===== config.mk =====
export PLATFORM = sky130hd
export DESIGN_NAME = sseg_scan_ctrl
export DESIGN_NICKNAME = d
export VERILOG_FILES = /design/src/rtl/sseg_scan_ctrl.sv
export SDC_FILE = /design/constraint.sdc
export NUM_CORES = 1
export LEC_CHECK = 0
export CAP_MARGIN = 10
export CORE_ASPECT_RATIO = 1.1
export CORE_MARGIN = 1
export CORE_UTILIZATION = 56
export CTS_CLUSTER_SIZE = 20
export DETAILED_ROUTE_END_ITERATION = 8
export PLACE_DENSITY_LB_ADDON = 0.15
export SKIP_CTS_REPAIR_TIMING = 1
export SLEW_MARGIN = 20
export SYNTH_ARGS = -nofsm -noshare
export SYNTH_HDL_FRONTEND = slang
export SYNTH_SLANG_ARGS = --single-unit

===== constraint.sdc =====
create_clock -name CLK -period 6.15 [get_ports CLK]
set_input_delay 1.23 -clock CLK [delete_from_list [all_inputs] [get_ports CLK]]
set_output_delay 1.23 -clock CLK [all_outputs]
set_load 0.02 [all_outputs]

===== src/rtl/sseg_scan_ctrl.sv =====
`default_nettype none
// ============================================================================
// Module   : sseg_scan_ctrl
// Brief    : Time-multiplexed scan controller for an 8-digit common-anode
//            seven-segment display. Shadow registers (hex nibbles, decimal
//            points, digit mask) are reloaded only at frame boundaries via a
//            LOAD_REQ/LOAD_ACK handshake. Each digit slot begins with an
//            all-anodes-off blank interval to avoid ghosting.
// Options  : SSEG_LZ_BLANK_EN - when defined, leading zeros are suppressed at
//            load time (digit 0 always shown).
// Revision : 1.0 - initial release
// ============================================================================
module sseg_scan_ctrl #(
    parameter int NUM_DIG   = 8,
    parameter int SCAN_DIV  = 100000,
    parameter int BLANK_CYC = 1000
) (
    input  logic        CLK,
    input  logic        RST_N,
    input  logic [31:0] DATA,
    input  logic [7:0]  DP,
    input  logic [7:0]  EN_MASK,
    input  logic        LOAD_REQ,
    output logic        LOAD_ACK,
    output logic [7:0]  SSEG_CA,
    output logic [7:0]  SSEG_AN,
    output logic        FRAME
);

    localparam int                 c_DIV_W      = $clog2(SCAN_DIV);
    localparam logic [c_DIV_W-1:0] c_DIV_LAST   = c_DIV_W'(SCAN_DIV - 1);
    localparam logic [c_DIV_W-1:0] c_BLANK_LAST = c_DIV_W'((BLANK_CYC == 0) ? 0 : BLANK_CYC - 1);
    localparam logic [2:0]         c_IDX_LAST   = 3'(NUM_DIG - 1);
    localparam logic               c_NO_BLANK   = (BLANK_CYC == 0);

    typedef enum logic [0:0] {
        BLANK = 1'b0,
        DRIVE = 1'b1
    } state_t;

    state_t             r_state;
    state_t             w_state_nxt;
    logic [c_DIV_W-1:0] r_div_cnt;
    logic [2:0]         r_idx;
    logic [31:0]        r_data;
    logic [7:0]         r_dp;
    logic [7:0]         r_mask;
    logic [7:0]         r_an;
    logic [7:0]         r_ca;
    logic               r_frame;
    logic               r_ack;

    logic               w_slot_end;
    logic               w_frame_end;
    logic               w_load;
    logic [7:0]         w_load_mask;
    logic [7:0]         w_onehot;
    logic [3:0]         w_nib;
    logic [6:0]         w_seg;
    logic [7:0]         w_an_nxt;
    logic [7:0]         w_ca_nxt;

    assign w_slot_end  = (r_div_cnt == c_DIV_LAST);
    assign w_frame_end = w_slot_end && (r_idx == c_IDX_LAST);
    assign w_load      = w_frame_end && LOAD_REQ;

`ifdef SSEG_LZ_BLANK_EN
    logic [7:0] w_lz_keep;

    // Keep digit i only if some nibble at or above i is nonzero; digit 0 always kept
    always_comb begin
        w_lz_keep    = 8'h00;
        w_lz_keep[7] = |DATA[31:28];
        for (int i = 6; i >= 1; i--) begin
            w_lz_keep[i] = w_lz_keep[i+1] | (|DATA[4*i +: 4]);
        end
        w_lz_keep[0] = 1'b1;
        w_load_mask  = EN_MASK & w_lz_keep;
    end
`else
    assign w_load_mask = EN_MASK;
`endif

    // Slot divider and digit index; index advances when a slot completes
    always_ff @(posedge CLK) begin
        if (!RST_N) begin
            r_div_cnt <= '0;
            r_idx     <= 3'd0;
        end else if (w_slot_end) begin
            r_div_cnt <= '0;
            r_idx     <= (r_idx == c_IDX_LAST) ? 3'd0 : r_idx + 3'd1;
        end else begin
            r_div_cnt <= r_div_cnt + 1'b1;
        end
    end

    // FSM state register
    always_ff @(posedge CLK) begin
        if (!RST_N) begin
            r_state <= BLANK;
        end else begin
            r_state <= w_state_nxt;
        end
    end

    // Next-state and pre-register pin values for the digit in the current slot
    always_comb begin
        w_state_nxt = r_state;
        w_an_nxt    = 8'hFF;
        w_ca_nxt    = 8'hFF;
        w_onehot    = 8'b1 << r_idx;
        w_nib       = r_data[{r_idx, 2'b00} +: 4];
        w_seg       = 7'h00;
        case (w_nib)
            4'h0: w_seg = 7'h3F;
            4'h1: w_seg = 7'h06;
            4'h2: w_seg = 7'h5B;
            4'h3: w_seg = 7'h4F;
            4'h4: w_seg = 7'h66;
            4'h5: w_seg = 7'h6D;
            4'h6: w_seg = 7'h7D;
            4'h7: w_seg = 7'h07;
            4'h8: w_seg = 7'h7F;
            4'h9: w_seg = 7'h6F;
            4'hA: w_seg = 7'h77;
            4'hB: w_seg = 7'h7C;
            4'hC: w_seg = 7'h39;
            4'hD: w_seg = 7'h5E;
            4'hE: w_seg = 7'h79;
            default: w_seg = 7'h71;
        endcase
        case (r_state)
            BLANK: begin
                if (c_NO_BLANK || (r_div_cnt == c_BLANK_LAST)) begin
                    w_state_nxt = DRIVE;
                end
            end
            default: begin
                if (w_slot_end) begin
                    w_state_nxt = c_NO_BLANK ? DRIVE : BLANK;
                end
                if (|(r_mask & w_onehot)) begin
                    w_an_nxt = ~w_onehot;
                    w_ca_nxt = ~{|(r_dp & w_onehot), w_seg};
                end
            end
        endcase
    end

    // Shadow registers change only on reset or an accepted boundary load
    always_ff @(posedge CLK) begin
        if (!RST_N) begin
            r_data <= 32'h0;
            r_dp   <= 8'h00;
            r_mask <= 8'h00;
        end else if (w_load) begin
            r_data <= DATA;
            r_dp   <= DP;
            r_mask <= w_load_mask;
        end
    end

    // Registered pins and one-cycle FRAME/LOAD_ACK pulses
    always_ff @(posedge CLK) begin
        if (!RST_N) begin
            r_an    <= 8'hFF;
            r_ca    <= 8'hFF;
            r_frame <= 1'b0;
            r_ack   <= 1'b0;
        end else begin
            r_an    <= w_an_nxt;
            r_ca    <= w_ca_nxt;
            r_frame <= w_frame_end;
            r_ack   <= w_load;
        end
    end

    assign SSEG_AN  = r_an;
    assign SSEG_CA  = r_ca;
    assign FRAME    = r_frame;
    assign LOAD_ACK = r_ack;

endmodule
`default_nettype wire


==> results.md, run 1 <==
* Synth Area per Inst at 9.13 sq um
* Vias in the first global route at 2919
* Cell taking the most area after synthesis: dfxtp_1
* CTS Buffer Depth at 2
* Iteration-0 DRC Markers at 165
* Post-route DRC at 0
* Final Cycle Share at 0.503
* First-pass GRT wire length at 13200 um
* Largest net degree at the start of global routing at 60
* Port bufs at 68
* Pre-CTS WS at 2.67 ns
* Initial core utilization at 0.581
* Ys async rst share at 0
* Worst-path maximum fanout at 59
* Sequence of cells on the critical path: clkdlybuf4s50_1, buf_4, nand2_1, nor2_1, o221ai_1
* Count of cell types in the netlist at 51
* Layout Nets at 544
* Post-DP HPWL at 5410 um
* Synth top area cells: dfxtp_1 (45%), nand2_1 (11%), a21boi_0 (8.4%), ha_1 (4.2%), mux4_1 (3.4%)
* Filler Cell Count at 501
* Worst setup path start: RST_N
* Fmax achieved at 323 MHz
* Primary FF master, synth: dfxtp_1
* Gr ovfl total at 0
* Fin Clk Skew at 0.00654 ns
* Drt pass-1 iters at 4
* Die Height at 89.0 um
* Crit Reg-Reg Endpoint: SSEG_CA[6]
* Worst Tran Pin Value at 0.957 ns
* Die ar. at 0.00722 sq mm
* Hold Vio Cnt, Final at 0
* Die X at 81.1 um
* R2R cell count at 8
* Root Buffer: clkbuf_8
* Post-DRT Antenna Nets at 0
* GR Util All Layers at 0.241
* Max_cap viols at 0
* Placeable Area at 0.00663 sq mm
* Placed cell area at 0.00453 sq mm
* Worst-path clk slew at 0.08 ns
* Pins over their slew limit at 0
* Post-synth top area share at 0.452
* Commonest cells after routing, fill and taps aside: nand2_1 (112), dfxtp_1 (87), clkdlybuf4s50_1 (68), a21boi_0 (43), nor2_1 (21)
* DP Cell Count at 551
* Std-Cell Rows at 31
* Hold Path Class: reg2reg
* Clock tree from TritonCTS: done
* Run status: finished clean
* Clk Latency, worst-skew pair at 0.35 ns
* Reg2Reg Launch Point: r_idx[0]
* Setup slack, reg-to-reg at 3.33 ns
* Ys Warns at 0
* Final setup vio count at 0
* RSZ-0062 raised after global routing: no
* Vias per inst at 5.45
* Average wire per standard cell at 13.9 um
* Gpl congestion at 0.827
* Routed wire length at 7880 um
* Commonest non-fill, non-tap cell in the layout: nand2_1
* CP Launch Type: input port
* Sequential fraction of the synthesis area at 0.452
* Post-Syn Nets at 486
* Cells after synthesis at 422
* Crit-path max cell delay at 0.76 ns
* Pleak at 1.69 nW
* Post-layout instance area at 0.00472 sq mm
* Setup crit end kind: register
* Post-synth EDFFs at 0
* CP max stage cell: nor2_1
* Relative slew slack at 0.360
* CTS H-tree depth at 3
* Num ports at 69
* # diodes at 0
* Critical path arrival at 3.27 ns
* Synthesized cell area at 0.00385 sq mm
* Min Clock Period, post-route at 3.09 ns
* Non-Filler Instances at 567
* Multi-input gate area at 0.00196 sq mm
* Fin worst setup slack at 3.06 ns
* Cell Pwr Density at 212 mW/mm^2
* Initial antenna violation count at 0
* Inserted Clock Buffers at 9
* Layout cells sized above 1 at 0.0454
* Area grow syn2layout at 22.6%
* Crit path kind: in2reg
* Synthesized flop and latch total at 87
* VDD IR-drop max at 0.160 mV
* Fin Setup TNS at 0 ns
* CP Data Required Time at 6.32 ns
* Worst setup path end: SSEG_CA[6]
* Vias at 3091
* Clock sinks at 87
* FF/Latch Area at 0.00174 sq mm
-- synthesized netlist by cell type, types with 6 or more instances --
cell type  number
dfxtp_1        87
clkbuf_1       12
nor2_1         21
nand2_1       112
a21boi_0       43
buf_2           6
mux2i_1         6
xor2_1          7
nand3_1        19
xnor2_1         7
and3_1          6
ha_1           13
-- stage by stage --
stage          hold slack [ns]  power, mW   util
4_1_cts                  0.457       1.01  0.712
2_1_floorplan            0.418      0.590      -
3_5_place_dp             0.448      0.626  0.683
3_3_place_gp             0.431      0.625  0.683
5_1_grt                  0.472       1.03  0.712
6_report                 0.456       1.00  0.712
-- how the worst min path moves through the flow --
stage,depth (start not counted),from,slack (ns),to
after floorplan,1,r_div_cnt[0],0.42,r_div_cnt[0]
after global placement,1,r_div_cnt[0],0.43,r_div_cnt[0]
after detailed placement,2,r_mask[0],0.45,r_mask[0]
after CTS,2,r_mask[3],0.46,r_mask[3]
after global routing,2,r_mask[3],0.47,r_mask[3]
final,1,r_div_cnt[0],0.46,r_div_cnt[0]
-- layout make-up --
cell class                 instances  share of cell area
tap                               82              0.0217
sequential                        87               0.369
timing repair buffer              71               0.149
inverter                           6             0.00477
clock buffer                      13              0.0315
multi-input combinational        305               0.416
clock inverter                     3             0.00900
-- flip-flops by register name (all words and copies together), names as in the netlist --
register	flops
r_mask	8
LOAD_ACK	1
SSEG_CA	8
r_dp	8
FRAME	1
r_data	32
r_state	1
r_idx	3
SSEG_AN	8
r_div_cnt	17
-- routing by layer --
layer | GRT usage | part of all wire
met5 | 0 | 0
met4 | 0.104 | 0.016
met3 | 0.0347 | 0.035
met2 | 0.416 | 0.50
met1 | 0.300 | 0.45
-- worst max-delay path: cells and delay by family --
kind                   cells  cell delay [ns]
AND/OR/NAND/NOR            2             0.88
buffers and inverters      2             0.85
AO/OA/AOI/OAI              1             0.28
-- cells by family (layout without fill, tap and decap cells) --
kind of cell	Yosys count	count (layout)	share of synthesized area
buffers and inverters	30	93	0.0389
adder cells (fa/ha/maj)	13	13	0.0422
AND/OR/NAND/NOR	187	187	0.221
AO/OA/AOI/OAI	76	76	0.149
XOR/XNOR	14	14	0.0318
flip-flops	87	87	0.452
multiplexers	15	15	0.0652
-- power breakdown --
group,switching [mW],internal [mW]
clock network,0.190,0.199
registers,0.00148,0.564
logic,0.0124,0.0337
Note: power is estimated with default switching activity, not from simulation.
==> inputs of run 2 (changes only) <==
CORE_UTILIZATION = 47   (was 56)
clock period = 2.83 ns   (was 6.15 ns; I/O delays follow)
==> run 2 against run 1 <==
  * Cell area is 2.4% higher
  * Critical path type is now reg2reg
  * Hold slack worse by 0.0047 ns
  * Critical path depth is 3 higher
  * First-iteration DRC count is 38% lower
  * Sequential share of layout area is 0.87 points lower
  * Total power is 130% higher
  * Largest cell class unchanged
==> results.md, run 2 (synthesis gave the netlist of run 1 again) <==
* Run status: finished clean
* Psw at 0.460 mW (+130%)
* Pre-CTS WS at 0.365 ns (-2.31 ns)
* Critical path arrival at 2.67 ns (-0.60 ns)
* Sequential share of power at 0.524 (-0.041)
* Root Buffer: clkbuf_8
* Worst Tran Pin Value at 0.875 ns (-0.0812 ns)
* CP Launch Type: register
* GR Util All Layers at 0.203 (-0.0384)
* Fmax achieved at 402 MHz
* Worst-path maximum fanout at 10 (-83%)
* Std-Cell Rows at 34 (+9.7%)
* Min Clock Period, post-route at 2.49 ns
* Max_cap viols at 0 (unchanged)
* Relative slew slack at 0.414 (+0.0543)
* # diodes at 0 (unchanged)
* Worst-path clk slew at 0.08 ns (about the same)
* CP Data Required Time at 3.01 ns (-3.31 ns)
* Clock sinks at 87 (unchanged)
* Gr ovfl total at 0 (unchanged)
* Post-DRT Antenna Nets at 0 (unchanged)
* Clock share of power at 0.434 (+0.045)
* Port bufs at 68 (unchanged)
* Fin worst setup slack at 0.340 ns (-2.72 ns)
* Die Height at 97.0 um (+8.9%)
* Hold Path Class: reg2reg
* Crit path kind: reg2reg
* Placed cell area at 0.00460 sq mm (+1.5%)
* Filler Cell Count at 727 (+45%)
* Die X at 88.4 um (+8.9%)
* Initial core utilization at 0.487 (-0.0940)
* Placeable Area at 0.00791 sq mm (+19%)
* Final Cycle Share at 0.880
* Fin util at 0.611 (-0.101)
* VDD IR-drop max at 0.281 mV (+76%)
* Fin Clk Skew at 0.00830 ns (+0.00176 ns)
* Commonest non-fill, non-tap cell in the layout: nand2_1
* Commonest cells after routing, fill and taps aside: nand2_1 (112), dfxtp_1 (87), clkdlybuf4s50_1 (68), a21boi_0 (43), nor2_1 (21)
* Pleak at 1.73 nW (+2.2%)
* Drt pass-1 iters at 5 (+1)
* Routed wire length at 8100 um (+2.8%)
* Post-route DRC at 0 (unchanged)
* Setup crit end kind: register
* Hold Vio Cnt, Final at 0 (unchanged)
* CTS Buffer Depth at 2 (unchanged)
* Vias in the first global route at 2959 (+1.4%)
* Iteration-0 DRC Markers at 102 (-38%)
* Final setup vio count at 0 (unchanged)
* Post-layout instance area at 0.00484 sq mm (+2.4%)
* Power share of the combinational group at 0.043 (-0.003)
* Clock tree from TritonCTS: done
* Largest regs: r_data: 32 flops, r_div_cnt: 17 flops
* Average wire per standard cell at 13.6 um (-2.2%)
* Gpl congestion at 0.797 (-3.6%)
* Clk Latency, worst-skew pair at 0.35 ns (about the same)
* Initial antenna violation count at 0 (unchanged)
* First-pass GRT wire length at 13500 um (+2.6%)
* Die ar. at 0.00857 sq mm (+19%)
* Internal Power at 1.89 mW (+140%)
* Vias at 3059 (-1.0%)
* Post-DP HPWL at 5770 um (+6.6%)
* Area grow syn2layout at 25.5%
* Vias per inst at 5.13 (-5.9%)
* Sw frac at 0.196 (-0.00797)
* Pins over their slew limit at 0 (unchanged)
* Layout cells sized above 1 at 0.0533 (+0.00792)
* Layout Nets at 547 (+0.55%)
* Num ports at 69 (unchanged)
* Max reg flops at 32 (unchanged)
* Cell Pwr Density at 485 mW/mm^2 (+130%)
* Reg with most FFs: r_data
* CTS H-tree depth at 3 (unchanged)
* Largest net degree at the start of global routing at 59 (-1.7%)
* RSZ-0062 raised after global routing: no
* Fin Setup TNS at 0 ns (unchanged)
* Inserted Clock Buffers at 9 (unchanged)
-- run 2: cell count changes in the layout (fill, tap and decap cells not counted), sizes merged --
cell / before / now
bufinv: 1 / 3
buf: 3 / 6
clkbuf: 13 / 11
-- run 2: power groups by stage --
stage               sequential (mW)  combinational (mW)  clock (mW)
finish                         1.23              0.0999        1.02
global route                   1.23               0.107        1.09
CTS                            1.23               0.101        1.05
detailed placement             1.26               0.100           0
global placement               1.26              0.0992           0
floorplan                      1.26              0.0242           0
-- run 2: metrics by stage --
stage	power (mW)	std cells	hold WS (ns)
2_1_floorplan	1.28	422	0.418
3_3_place_gp	1.36	580	0.425
3_5_place_dp	1.36	580	0.434
4_1_cts	2.38	596	0.454
5_1_grt	2.43	596	0.465
6_report	2.35	596	0.451
-- run 2: cell type report --
type | instances | area [sq um] | share of cell area
Clock buffer | 11 | 131 | 0.0272
Clock inverter | 5 | 106 | 0.0220
Tap cell | 108 | 135 | 0.0279
Inverter | 6 | 22.5 | 0.00465
Timing Repair Buffer | 74 | 738 | 0.153
Sequential cell | 87 | 1740 | 0.360
Multi-Input combinational cell | 305 | 1960 | 0.406
-- run 2: final timing paths --
check | endpoint | start | cells after the start | slack (ns)
worst min-delay path | r_div_cnt[0] | r_div_cnt[0] | 1 | 0.45
worst max-delay path | SSEG_CA[5] | r_idx[0] | 8 | 0.34
worst min register to register | r_div_cnt[0] | r_div_cnt[0] | 1 | 0.45
worst max register to register | SSEG_CA[5] | r_idx[0] | 8 | 0.34
-- run 2: metal layers --
layer  global-route usage  part of all wire  vias up
met5                    0                 0        -
met4               0.0856             0.014        0
met3               0.0324             0.030        7
met2                0.330              0.47       57
met1                0.262              0.48     1421
li1                     -                 -     1574
-- run 2: worst max-delay path: stages (launching register included) --
cell and delay [ns]:
dfxtp_1 0.56, mux4_1 0.60, mux2i_1 0.39, inv_1 0.15, ha_1 0.21, inv_1 0.08, nor2_1 0.07, a21oi_1 0.13
o221ai_1 0.13
==> inputs of run 3 (changes only) <==
CORE_MARGIN = 1.5   (was 1)
==> run 3 against run 2 <==
  * Worst setup slack got worse by 0.047 ns
  * Count of clock-buffer cells in the layout down 1
  * Cell area is 1.3% lower
  * Clock power decreased by 22%
  * Clock skew about the same
  * Register-to-register slack got worse by 0.05 ns
  * Critical endpoint is now SSEG_CA[6]
==> results.md, run 3 (synthesis gave the netlist of run 1 again) <==
* Reg with most FFs: r_data
* CP Data Required Time at 3.02 ns (about the same)
* Port bufs at 68 (unchanged)
* Gr ovfl total at 0 (unchanged)
* Fin Clk Skew at 0.00789 ns (-0.000411 ns)
* Fin worst setup slack at 0.293 ns (-0.0469 ns)
* Die ar. at 0.00875 sq mm (+2.2%)
* Root Buffer: clkbuf_8
* Internal Power at 1.64 mW (-13%)
* Inserted Clock Buffers at 9 (unchanged)
* Clock tree from TritonCTS: done
* Std-Cell Rows at 34 (unchanged)
* Crit path kind: reg2reg
* Layout Nets at 546 (-0.18%)
* Vias per inst at 5.21 (+1.5%)
* R2R cell count at 8 (unchanged)
* Sw frac at 0.226 (+0.0304)
* Worst-path clk slew at 0.09 ns (about the same)
* Clock share of power at 0.375 (-0.059)
* Vias at 3099 (+1.3%)
* Pins over their slew limit at 0 (unchanged)
* Drt pass-1 iters at 4 (-1)
* CP Launch Type: register
* Hold Path Depth at 1 (unchanged)
* Average wire per standard cell at 13.7 um (+1.0%)
* Initial core utilization at 0.487 (unchanged)
* Run status: finished clean
* Layout cells sized above 1 at 0.0554 (+0.00216)
* Filler Cell Count at 729 (+0.28%)
* Max_cap viols at 0 (unchanged)
* Power share of the combinational group at 0.047 (+0.004)
* Post-DRT Antenna Nets at 0 (unchanged)
* Routed wire length at 8170 um (+0.86%)
* # diodes at 0 (unchanged)
* Die X at 89.4 um (+1.1%)
* Initial antenna violation count at 0 (unchanged)
* Crit-path max cell delay at 0.60 ns (about the same)
* Pre-CTS WS at 0.303 ns (-0.0622 ns)
* CTS Buffer Depth at 2 (unchanged)
* Cell Pwr Density at 445 mW/mm^2 (-8.3%)
* Post-DP HPWL at 5780 um (+0.19%)
* VDD IR-drop max at 0.313 mV (+11%)
* Commonest non-fill, non-tap cell in the layout: nand2_1
* Hold Path Class: reg2reg
* Commonest cells after routing, fill and taps aside: nand2_1 (112), dfxtp_1 (87), clkdlybuf4s50_1 (68), a21boi_0 (43), nor2_1 (21)
* Largest net degree at the start of global routing at 59 (unchanged)
* Relative slew slack at 0.388 (-0.0268)
* RSZ-0062 raised after global routing: no
* Fmax achieved at 394 MHz (-1.8%)
* Vias in the first global route at 3018 (+2.0%)
* Hold Vio Cnt, Final at 0 (unchanged)
* Post-route DRC at 0 (unchanged)
* Die Height at 98.0 um (+1.0%)
* Final Cycle Share at 0.897 (+0.0166)
* Num ports at 69 (unchanged)
* Min Clock Period, post-route at 2.54 ns (+0.0469 ns)
* Sequential share of power at 0.578 (+0.054)
* Sequence of cells on the critical path: mux4_1, mux2i_1, inv_1, ha_1, inv_1, nor2_1, a21oi_1, o221ai_1
* Iteration-0 DRC Markers at 118 (+16%)
* Gpl congestion at 0.815 (+2.3%)
* Worst-path maximum fanout at 10 (unchanged)
* CTS H-tree depth at 3 (unchanged)
* Worst Tran Pin Value at 0.915 ns (+0.0400 ns)
* Pleak at 1.70 nW (-1.9%)
* Clock sinks at 87 (unchanged)
* Clk Latency, worst-skew pair at 0.36 ns (about the same)
* Max reg flops at 32 (unchanged)
* Fin Setup TNS at 0 ns (unchanged)
* Largest regs: r_data: 32 flops, r_div_cnt: 17 flops
* Placeable Area at 0.00791 sq mm (unchanged)
* First-pass GRT wire length at 13700 um (+1.4%)
* CP max stage cell: mux4_1
* Setup crit end kind: register
* Area grow syn2layout at 23.9%
* Critical path arrival at 2.72 ns (+0.05 ns)
* Final setup vio count at 0 (unchanged)
* GR Util All Layers at 0.201 (-0.00189)
* Psw at 0.482 mW (+4.6%)
* Top cell by count, worst path: inv_1
## run 3: cell types whose count changed in the layout (fill, tap and decap cells not counted)
cell | before | now
bufinv_16 | 3 | 0
clkbuf_1 | 2 | 0
clkinvlp_4 | 1 | 3
buf_4 | 5 | 4
clkbuf_8 | 9 | 10
clkinv_2 | 0 | 1
inv_6 | 0 | 1
## run 3: through the flow
| stage | cell area, sq um | instances | power [mW] | hold WS [ns] | util |
|---|---|---|---|---|---|
| after floorplan | 3850 | 422 | 1.28 | 0.418 | - |
| after global placement | 4590 | 579 | 1.36 | 0.426 | 0.580 |
| after detailed placement | 4590 | 579 | 1.36 | 0.434 | 0.580 |
| after CTS | 4780 | 595 | 2.15 | 0.453 | 0.604 |
| after global routing | 4780 | 595 | 2.21 | 0.473 | 0.604 |
| final | 4780 | 595 | 2.13 | 0.454 | 0.604 |
## run 3: critical path, delay by kind of cell, from the launching register on
family,cells,cell delay (ns)
buffers and inverters,2,0.25
AO/OA/AOI/OAI,2,0.23
flip-flops,1,0.56
multiplexers,2,1.04
AND/OR/NAND/NOR,1,0.07
adder cells (fa/ha/maj),1,0.21
## run 3: routing by layer
metal,routed length (um),global-route usage
met5,0,0
met4,113,0.0592
met2,4000,0.335
met1,3700,0.247
met3,363,0.0609
## run 3: path summary, 6_finish.rpt
path,startpoint,endpoint,slack (ns)
max,r_idx[0],SSEG_CA[6],0.29
min,r_div_cnt[0],r_div_cnt[0],0.45
max reg2reg,r_idx[0],SSEG_CA[6],0.29
min reg2reg,r_div_cnt[0],r_div_cnt[0],0.45
## run 3: final cells by class
type | instances | area [sq um] | area share
clock inverter | 6 | 45.0 | 0.00943
multi-input combinational | 305 | 1960 | 0.411
clock buffer | 10 | 138 | 0.0288
timing repair buffer | 73 | 731 | 0.153
inverter | 6 | 22.5 | 0.00472
tap | 108 | 135 | 0.0283
sequential | 87 | 1740 | 0.365
## run 3: power groups by stage
| stage | sequential, mW | clock (mW) | combinational (mW) |
|---|---|---|---|
| final | 1.23 | 0.797 | 0.0995 |
| after global routing | 1.23 | 0.872 | 0.107 |
| after CTS | 1.23 | 0.818 | 0.101 |
| after detailed placement | 1.26 | 0 | 0.100 |
| after global placement | 1.26 | 0 | 0.0992 |
| after floorplan | 1.26 | 0 | 0.0242 |
